==> src/rtl/pack_phase_sequencer_if.sv <==
// Video-side bundle for the 10b->20b pack phase sequencer.
// err_count exists only when PACK_SEQ_ERRCNT_EN is defined.
interface pack_phase_sequencer_if #(
    parameter int CNT_W  = 12,
    parameter int LINE_W = 11
);
    logic              hsync;
    logic              vsync;
    logic              fsync;
    logic [CNT_W-1:0]  expected_len;
    logic              phase;
    logic              word_valid;
    logic              hsync_out;
    logic              vsync_out;
    logic              fsync_out;
    logic [CNT_W-1:0]  sample_cnt;
    logic [LINE_W-1:0] line_cnt;
    logic              locked;
    logic              len_err;
`ifdef PACK_SEQ_ERRCNT_EN
    logic [15:0]       err_count;
`endif

    modport master (
`ifdef PACK_SEQ_ERRCNT_EN
        input  err_count,
`endif
        output hsync, vsync, fsync, expected_len,
        input  phase, word_valid, hsync_out, vsync_out, fsync_out,
        input  sample_cnt, line_cnt, locked, len_err
    );

    modport slave (
`ifdef PACK_SEQ_ERRCNT_EN
        output err_count,
`endif
        input  hsync, vsync, fsync, expected_len,
        output phase, word_valid, hsync_out, vsync_out, fsync_out,
        output sample_cnt, line_cnt, locked, len_err
    );
endinterface

==> src/rtl/pack_phase_sequencer.sv <==
// Pack phase sequencer: aligns 20-bit word pairing to hsync fall, counts samples/lines, checks line length.
// Optional PACK_SEQ_ERRCNT_EN adds a saturating bad-line counter cleared on vsync rise.
module pack_phase_sequencer #(
    parameter int CNT_W      = 12,
    parameter int LINE_W     = 11,
    parameter int LOCK_LINES = 4
) (
    input  logic                 clk,
    input  logic                 rst,
    pack_phase_sequencer_if.slave bus
);
    localparam int                GOOD_W   = $clog2(LOCK_LINES + 1);
    localparam logic [CNT_W-1:0]  CNT_MAX  = '1;
    localparam logic [LINE_W-1:0] LINE_MAX = '1;
    localparam logic [GOOD_W-1:0] GOOD_MAX = GOOD_W'(LOCK_LINES);

    typedef enum logic {IDLE, RUN} state_t;

    state_t            state;
    logic              hs_d;
    logic              vs_d;
    logic              ovf;
    logic [GOOD_W-1:0] good_cnt;

    logic              hs_fall;
    logic              vs_rise;
    logic [CNT_W:0]    line_len;
    logic              len_mismatch;
    logic              line_bad;
    logic              bad_event;
    logic [CNT_W-1:0]  next_idx;
    logic [GOOD_W-1:0] next_good;

    assign hs_fall = hs_d & ~bus.hsync;
    assign vs_rise = ~vs_d & bus.vsync;

    // The sample that just ended the line is the registered index, so length is that index plus one.
    assign line_len     = {1'b0, bus.sample_cnt} + {{CNT_W{1'b0}}, 1'b1};
    assign len_mismatch = (bus.expected_len != '0) && (line_len != {1'b0, bus.expected_len});
    assign line_bad     = line_len[0] | ovf | len_mismatch;
    assign bad_event    = (state == RUN) & hs_fall & line_bad;

    assign next_idx  = hs_fall ? '0 :
                       (bus.sample_cnt == CNT_MAX) ? CNT_MAX : bus.sample_cnt + 1'b1;
    assign next_good = (good_cnt == GOOD_MAX) ? good_cnt : good_cnt + 1'b1;

    always_ff @(posedge clk or posedge rst) begin
        if (rst) begin
            state          <= IDLE;
            hs_d           <= 1'b0;
            vs_d           <= 1'b0;
            ovf            <= 1'b0;
            good_cnt       <= '0;
            bus.phase      <= 1'b0;
            bus.word_valid <= 1'b0;
            bus.hsync_out  <= 1'b0;
            bus.vsync_out  <= 1'b0;
            bus.fsync_out  <= 1'b0;
            bus.sample_cnt <= '0;
            bus.line_cnt   <= '0;
            bus.locked     <= 1'b0;
            bus.len_err    <= 1'b0;
        end else begin
            hs_d          <= bus.hsync;
            vs_d          <= bus.vsync;
            bus.hsync_out <= bus.hsync;
            bus.vsync_out <= bus.vsync;
            bus.fsync_out <= bus.fsync;
            bus.len_err   <= 1'b0;

            if (vs_rise)
                bus.line_cnt <= '0;
            else if ((state == RUN) && hs_fall && (bus.line_cnt != LINE_MAX))
                bus.line_cnt <= bus.line_cnt + 1'b1;

            case (state)
                IDLE: begin
                    bus.phase      <= 1'b0;
                    bus.word_valid <= 1'b0;
                    bus.sample_cnt <= '0;
                    if (hs_fall) begin
                        state <= RUN;
                        ovf   <= 1'b0;
                    end
                end
                RUN: begin
                    // Phase free-runs from the line start so pairing survives index saturation.
                    bus.sample_cnt <= next_idx;
                    bus.phase      <= hs_fall ? 1'b0 : ~bus.phase;
                    bus.word_valid <= hs_fall ? 1'b0 : ~bus.phase;
                    if (hs_fall) begin
                        ovf <= 1'b0;
                        if (line_bad) begin
                            bus.len_err <= 1'b1;
                            good_cnt    <= '0;
                            bus.locked  <= 1'b0;
                        end else begin
                            good_cnt   <= next_good;
                            bus.locked <= (bus.expected_len != '0) && (next_good == GOOD_MAX);
                        end
                    end else if (next_idx == CNT_MAX) begin
                        ovf <= 1'b1;
                    end
                end
                default: state <= IDLE;
            endcase
        end
    end

`ifdef PACK_SEQ_ERRCNT_EN
    // A vsync rise restarts the count but still records a bad line ending on the same cycle.
    always_ff @(posedge clk or posedge rst) begin
        if (rst)
            bus.err_count <= '0;
        else if (vs_rise)
            bus.err_count <= bad_event ? 16'd1 : 16'd0;
        else if (bad_event && (bus.err_count != 16'hFFFF))
            bus.err_count <= bus.err_count + 16'd1;
    end
`endif
endmodule

==> src/flat_wrapper.sv <==
// flat-port wrapper written by rule: the top's interface ports become plain ports
module pack_phase_sequencer_flat 
#(
    parameter int CNT_W      = 12,
    parameter int LINE_W     = 11,
    parameter int LOCK_LINES = 4
)
  (clk, rst, bus_hsync, bus_vsync, bus_fsync, bus_expected_len, bus_phase, bus_word_valid, bus_hsync_out, bus_vsync_out, bus_fsync_out, bus_sample_cnt, bus_line_cnt, bus_locked, bus_len_err);
  pack_phase_sequencer_if #(.CNT_W(CNT_W), .LINE_W(LINE_W)) bus_i ();
  input  logic clk;
  input  logic rst;
  input wire logic [$bits(bus_i.hsync)-1:0] bus_hsync;
  input wire logic [$bits(bus_i.vsync)-1:0] bus_vsync;
  input wire logic [$bits(bus_i.fsync)-1:0] bus_fsync;
  input wire logic [$bits(bus_i.expected_len)-1:0] bus_expected_len;
  output wire logic [$bits(bus_i.phase)-1:0] bus_phase;
  output wire logic [$bits(bus_i.word_valid)-1:0] bus_word_valid;
  output wire logic [$bits(bus_i.hsync_out)-1:0] bus_hsync_out;
  output wire logic [$bits(bus_i.vsync_out)-1:0] bus_vsync_out;
  output wire logic [$bits(bus_i.fsync_out)-1:0] bus_fsync_out;
  output wire logic [$bits(bus_i.sample_cnt)-1:0] bus_sample_cnt;
  output wire logic [$bits(bus_i.line_cnt)-1:0] bus_line_cnt;
  output wire logic [$bits(bus_i.locked)-1:0] bus_locked;
  output wire logic [$bits(bus_i.len_err)-1:0] bus_len_err;
  assign bus_i.hsync = bus_hsync;
  assign bus_i.vsync = bus_vsync;
  assign bus_i.fsync = bus_fsync;
  assign bus_i.expected_len = bus_expected_len;
  assign bus_phase = bus_i.phase;
  assign bus_word_valid = bus_i.word_valid;
  assign bus_hsync_out = bus_i.hsync_out;
  assign bus_vsync_out = bus_i.vsync_out;
  assign bus_fsync_out = bus_i.fsync_out;
  assign bus_sample_cnt = bus_i.sample_cnt;
  assign bus_line_cnt = bus_i.line_cnt;
  assign bus_locked = bus_i.locked;
  assign bus_len_err = bus_i.len_err;
  pack_phase_sequencer #(.CNT_W(CNT_W), .LINE_W(LINE_W), .LOCK_LINES(LOCK_LINES)) u_core (.clk(clk), .rst(rst), .bus(bus_i));
endmodule
==> config.mk <==
export PLATFORM = sky130hd
export DESIGN_NAME = pack_phase_sequencer_flat
export DESIGN_NICKNAME = d
export VERILOG_FILES = /design/src/rtl/pack_phase_sequencer_if.sv /design/src/rtl/pack_phase_sequencer.sv /design/src/flat_wrapper.sv
export SDC_FILE = /design/constraint.sdc
export NUM_CORES = 1
export LEC_CHECK = 0
export BUFFER_PORTS_ARGS = -buffer_cell sky130_fd_sc_hd__buf_2
export CORE_MARGIN = 2
export CORE_UTILIZATION = 40
export CTS_BUF_LIST = sky130_fd_sc_hd__clkbuf_8
export CTS_CLUSTER_DIAMETER = 100
export DETAILED_ROUTE_END_ITERATION = 6
export GPL_TIMING_DRIVEN = 0
export PLACE_DENSITY_LB_ADDON = 0.1
export SETUP_SLACK_MARGIN = 0.3
export SLEW_MARGIN = 40
export SYNTH_ARGS = -nofsm -noshare
export SYNTH_HDL_FRONTEND = slang
export SYNTH_SLANG_ARGS = --single-unit
==> constraint.sdc <==
create_clock -name clk -period 5.6 [get_ports clk]
set_clock_uncertainty 0.15 [all_clocks]
set_input_delay 0.28 -clock clk [delete_from_list [all_inputs] [get_ports clk]]
set_output_delay 0.28 -clock clk [all_outputs]
set_load 0.02 [all_outputs]
; Word level (Yosys, flattened, before mapping)
; Cells that the tools add are included.
[totals]
regBits = 34
latch_bits = 0
mem_bits_rw = 0
mem_bits_ro = 0
in_bits = 17
output_inout_bits = 30
wordCells = 58
mem_count = 0
[op_classes]
add_sub_neg = 4
n_mul = 0
div_mod_pow = 0
n_lt_le_gt_ge = 0
n_eq_ne = 8
shifts = 0
n_mux = 19
n_bitwise = 8
n_reduce_logical = 8
[ops]
columns = cell, n
row1 = == test 12 bit (second input constant), 2
row2 = two-way mux 12 bit, 2
row3 = one-hot mux 12 bit (2 select lines), 1
row4 = two-way mux 11 bit, 2
row5 = adder 12 x 1 -> 13 bit (second input constant), 1
row6 = inequality test 13 x 12 -> 1 bit, 1
row7 = adder 12 x 1 -> 12 bit (second input constant), 1
row8 = nonzero test 12 bit, 1
row9 = adder 11 x 1 -> 11 bit (second input constant), 1
row10 = inequality test 11 bit (second input constant), 1
row11 = two-way mux 1 bit, 10
row12 = == test 3 bit (second input constant), 2
row13 = two-way mux 3 bit, 2
row14 = logical AND 1 bit, 4
row15 = inverter 1 bit, 4
row16 = one-hot mux 1 bit (2 select lines), 2
row17 = AND reduction 2 bit, 2
row18 = adder 3 x 1 -> 3 bit (second input constant), 1
row19 = inequality test 3 bit (second input constant), 1
row20 = bitwise AND 1 bit, 2
row21 = inequality test 2 x 1 -> 1 bit (second input constant), 1
row22 = OR 1 bit, 2
row23 = nonzero test 2 bit, 1

; Depth between registers and ports, before layout
[depth]
word_depth = 7
ltp_mapped = 7
ltp_nobuf = 7

; Worst setup path after synthesis
; Ideal clock, no wire load.
[synth_path]
kind = register -> register
startpoint = register u_core.bus.sample_cnt[0]
endpoint = register u_core.ovf
setup_time_ps = 66
arrival_ps = 2011
required_ps = 5384
setup_slack_ps = 3373
path_stages_with_launch = 7
path_buffers = 0
period_less_slack_ps = 2227
cell_sequence = dfrtp_1 -> ha_1 -> inv_1 -> or4_1 -> or4_1 -> o21ai_1 -> a22o_1
[synth_via]
elab_chain_cells = 6
elab_cells_between_ends = 7
cone_classes = add/sub: 1 / eq/ne: 3 / mux: 2 / reduce/logical: 1
[synth_rtl]
columns = item, line_no
row1 = start: declaration, pack_phase_sequencer_if.sv:39  ; output sample_cnt, line_cnt, locked, len_err
row2 = start signal: assignment, pack_phase_sequencer.sv:88  ; bus.sample_cnt <= next_idx;
row3 = adder 12 x 1 -> 12 bit or == test 12 bit (tied branches), pack_phase_sequencer.sv:44  ; (bus.sample_cnt == CNT_MAX) ? CNT_MAX : bus.sample_cnt + 1'b1;
row4 = two-way mux 12 bit *, pack_phase_sequencer.sv:44
row5 = two-way mux 12 bit *, pack_phase_sequencer.sv:43  ; assign next_idx = hs_fall ? '0 :
row6 = == test 12 bit *, pack_phase_sequencer.sv:101  ; end else if (next_idx == CNT_MAX) begin
row7 = inequality test 3 bit (no line) *, -
row8 = AND reduction 2 bit (no line) *, -
row9 = end signal: assignment, pack_phase_sequencer.sv:52  ; ovf <= 1'b0;
row10 = end signal: assignment, pack_phase_sequencer.sv:92  ; ovf <= 1'b0;
row11 = end signal: assignment, pack_phase_sequencer.sv:102  ; ovf <= 1'b1;
row12 = end: declaration, pack_phase_sequencer.sv:22  ; logic ovf;
; Every way passes the cells marked *; elsewhere a longest branch is shown, timed or not.
; A chain may end at the register's enable or synchronous reset.

; Final worst setup path
[layout_path]
startpoint = register u_core.bus.sample_cnt[0]
endpoint = register u_core.bus.len_err
[layout_via]
elab_chain_cells = 7
elab_cells_between_ends = 8
cone_classes = add/sub: 1 / eq/ne: 1 / mux: 3 / bitwise: 2 / reduce/logical: 1
[layout_rtl]
columns = item, line_no
row1 = adder 12 x 1 -> 13 bit *, pack_phase_sequencer.sv:38  ; assign line_len = {1'b0, bus.sample_cnt} + {{CNT_W{1'b0}}, 1'b1};
row2 = inequality test 13 x 12 -> 1 bit, pack_phase_sequencer.sv:39  ; assign len_mismatch = (bus.expected_len != '0) && (line_len != {1'b0, bus.expected_len});
row3 = logical AND 1 bit, pack_phase_sequencer.sv:39
row4 = OR 1 bit *, pack_phase_sequencer.sv:40  ; assign line_bad = line_len[0] | ovf | len_mismatch;
row5 = two-way mux 1 bit *, pack_phase_sequencer.sv:93  ; if (line_bad) begin
row6 = two-way mux 1 bit *, pack_phase_sequencer.sv:91  ; if (hs_fall) begin
row7 = two-way mux 1 bit *, pack_phase_sequencer.sv:76  ; case (state)
row8 = end signal: assignment, pack_phase_sequencer.sv:62  ; bus.len_err <= 1'b0;
row9 = end signal: assignment, pack_phase_sequencer.sv:69  ; bus.len_err <= 1'b0;
row10 = end signal: assignment, pack_phase_sequencer.sv:94  ; bus.len_err <= 1'b1;
row11 = end: declaration, pack_phase_sequencer_if.sv:39
; Marked as above.

==> impl_metrics.env <==
export IMPL_ioPinCount=47
export IMPL_drv_cap=0
export IMPL_critical_path_slowest_cell="dfrtp_1"
export IMPL_die_h_microns=73.7
export IMPL_placed_cell_area_sq_um=2240
export IMPL_report_final_setup_viol=0
export IMPL_grt_antenna_before_repair=0
export IMPL_half_perimeter_wire_length_after_placement_mm=3.27
export IMPL_regToRegSetupSlack_ps=3160
export IMPL_num_antenna_cells=0
export IMPL_cp_top_family="simple AND/OR/NAND/NOR gates"
export IMPL_tightest_slew_ps=601
export IMPL_period_needed_ps=2440
export IMPL_placeableCoreArea_sq_um=4690
export IMPL_finalCritPeriodShare=0.436
export IMPL_drcViolationCount=0
export IMPL_layout_filler_cells=467
export IMPL_synth_avg_cell_area_sq_um=9.52
export IMPL_clock_sinks=34
export IMPL_power_total_uw=635
export IMPL_hold_viol_final=0
export IMPL_io_buffers=46
export IMPL_chipWidth_microns=73.7
export IMPL_post_synth_top_area_fraction=0.438
export IMPL_postLayoutSetupSlackWorst_ps=3160
export IMPL_die_area_sq_um=5430
export IMPL_path_class="reg2reg"
export IMPL_clock_latency_ps=290
export IMPL_async_reset_ff_frac=1.00
export IMPL_place_congestion=0.843
export IMPL_drtPass1Iterations=4
export IMPL_crit_path_max_incr_delay_ps=500
export IMPL_ys_seq_elements=34
export IMPL_yosys_mux_area_fraction=0.0155
export IMPL_yosys_area_share_xor_xnor=0.122
export IMPL_ir_worst_vdd_uv=135
export IMPL_wl_mm=4.48
export IMPL_post_synth_main_area_contributors="dfrtp_1, xnor2_1, a21oi_1"
export IMPL_postRouteAntennaNets=0
export IMPL_totalNegativeSetupSlack_ps=0
export IMPL_start_util=0.414
export IMPL_hold_path_startpoint="bus_expected_len[7]"
export IMPL_multiInputGateArea_sq_um=1020
export IMPL_cp_max_fo=9
export IMPL_simple_gate_share_of_the_synthesized_area=0.244
export IMPL_max_flop_register="u_core.bus.sample_cnt"
export IMPL_reg2reg_depth=7
export IMPL_worst_path_buf_inv=0
export IMPL_cp_cell_sequence="ha_1 > nand2_1 > or3_1 > xnor2_1 > o2111a_1 > nand4_2 > and2_1"
export IMPL_slew_limit_headroom=0.599
export IMPL_holdCritPathClass="in2reg"
export IMPL_grt_util_all_layers=0.181
export IMPL_worst_hold_path_endpoint="u_core.bus.locked"
export IMPL_grt_max_degree=35
export IMPL_critical_register_to_register_path_startpoint="u_core.bus.sample_cnt[0]"
export IMPL_fmaxAchievable_mhz=410
export IMPL_row_count=25
export IMPL_layout_area_overhead_vs_synth_pct=21.6
export IMPL_grt_remaining_overflow=0
export IMPL_design_final_nets=282
export IMPL_numCtsBuffers=5
export IMPL_drtIter0Drc=78
export IMPL_final_max_slew_violation_count=0
export IMPL_fraction_of_the_mapped_netlist_area_in_compound_gates=0.119
export IMPL_synthDistinctLibCells=46
export IMPL_first_global_vias=1534
export IMPL_combinational_family_with_the_most_area_after_synthesis="simple AND/OR/NAND/NOR gates"
export IMPL_clock_tree_from_tritoncts="yes"
export IMPL_mean_routed_wirelength_per_cell_microns=14.2
export IMPL_synth_cell_area_sq_um=1940
export IMPL_root_buffer="clkbuf_8"
export IMPL_vias=1673
export IMPL_grt_setup_unrepaired="false"
export IMPL_flip_flop_count_of_the_largest_register_all_copies_and_words_added=12
export IMPL_min_path_cells=4
export IMPL_worst_path_clk_slew_ps=70
export IMPL_synth_net_count=225
export IMPL_synth_seq_area_share=0.438
export IMPL_setup_worst_path_end_class="flop"
export IMPL_yosysWarnings=0
export IMPL_htreeDepth=2
export IMPL_outcome="finished clean"
export IMPL_worst_ep_arrival_time_ps=2470
export IMPL_postCtsResizedCells=0
export IMPL_worst_setup_path_start_kind="flop"
export IMPL_total_leakage_power_uw=0.00110
export IMPL_seqCellArea_sq_um=851
export IMPL_synth_edff_count=0
export IMPL_power_density_nw_per_um2=269
export IMPL_post_synth_fa_ha_maj_area_fraction=0.0258
export IMPL_cp_required_ps=5630
export IMPL_preCtsSetupSlack_ps=3150
export IMPL_top_regs="u_core.bus.sample_cnt (12), u_core.bus.line_cnt (11), u_core.good_cnt (3)"
export IMPL_buffers_from_clock_root_to_sink_at_most=2
export IMPL_synth_top_flop_cell="dfrtp_1"
export IMPL_global_route_wire_length_before_repair_mm=7.38
export IMPL_layout_drive_gt1_share=0.261
export IMPL_via_to_cell_ratio=5.31
export IMPL_regToRegEndpoint="u_core.bus.len_err"
export IMPL_syn_instance_count=204
export IMPL_synth_top_cell_by_area="dfrtp_1"
export IMPL_stdcell_area_sq_um=2360
[stage by stage]
step / util / hold WS (ps) / std cells
global route: 0.503 / 288 / 315
CTS: 0.503 / 256 / 315
detailed placement: 0.477 / 247 / 304
global placement: 0.477 / 239 / 304
finish: 0.503 / 257 / 315
floorplan: - / 161 / 204
[routing by layer]
| metal | global-route usage | share of wire |
|---|---|---|
| met5 | 0 | 0 |
| met4 | 0.0768 | 0.019 |
| met3 | 0.0412 | 0.048 |
| met2 | 0.270 | 0.45 |
| met1 | 0.252 | 0.48 |
[cells by family after synthesis]
group,after synthesis
and+or+nand+nor,82
AOI/OAI and AO/OA,37
DFF,34
xor gates and xnor gates,27
buffers and inverters,17
adders and majority gates,4
muxes,3
[tightest hold or removal path: stages]
cell     delay (ps)
buf_2           100
xor2_1           70
nand4_2         130
o21ai_1          70
[cell type report]
class,count,share of cell area
tap,54,0.0286
clock buffer,5,0.0291
multi-input combinational,153,0.432
buffer,7,0.0138
timing repair buffer,50,0.114
clock inverter,2,0.00477
sequential,34,0.360
inverter,10,0.0164
[worst max-delay path by stage]
stage                                   from                  to  slack, ps  cells after the start
floorplan           u_core.bus.sample_cnt[0]          u_core.ovf       3370                      6
global placement    u_core.bus.sample_cnt[0]  u_core.bus.len_err       3150                      7
detailed placement  u_core.bus.sample_cnt[0]  u_core.bus.len_err       3150                      7
CTS                 u_core.bus.sample_cnt[0]  u_core.bus.len_err       3120                      7
global route        u_core.bus.sample_cnt[0]  u_core.bus.len_err       3030                      7
finish              u_core.bus.sample_cnt[0]  u_core.bus.len_err       3160                      7
[cells in the final DEF (no fill, tap or decap), drive strengths merged, types with 5 or more instances in the layout]
master / instances
xnor2: 19
dfrtp: 34
a21oi: 18
nand3: 11
nand2: 12
clkbuf: 9
nor3: 9
nor4: 5
inv: 10
nor2: 19
xor2: 8
buf: 49
o21ai: 5
[repair_timing]
action	4_1_cts	5_1_grt
endpoints found under the hold margin	37	0
setup buffers	0	0
hold buffers	4	0
[cells in the mapped netlist (4+ instances only)]
| master | instances |
|---|---|
| or2_2 | 4 |
| ha_1 | 4 |
| nor4_1 | 4 |
| xor2_1 | 8 |
| xnor2_1 | 19 |
| nand2b_1 | 4 |
| nor2_1 | 19 |
| a21oi_1 | 18 |
| or3_1 | 4 |
| inv_1 | 10 |
| clkbuf_1 | 4 |
| nand3_1 | 10 |
| nor3_1 | 8 |
| nand2_1 | 12 |
| dfrtp_1 | 34 |
[power by group]
| part | total (uW) | internal, uW | switching, uW |
|---|---|---|---|
| Clock | 174 | 83.4 | 90.5 |
| Sequential | 288 | 267 | 21.4 |
| Combinational | 173 | 68.8 | 104 |
No activity file was read; power rests on OpenSTA's default activity.
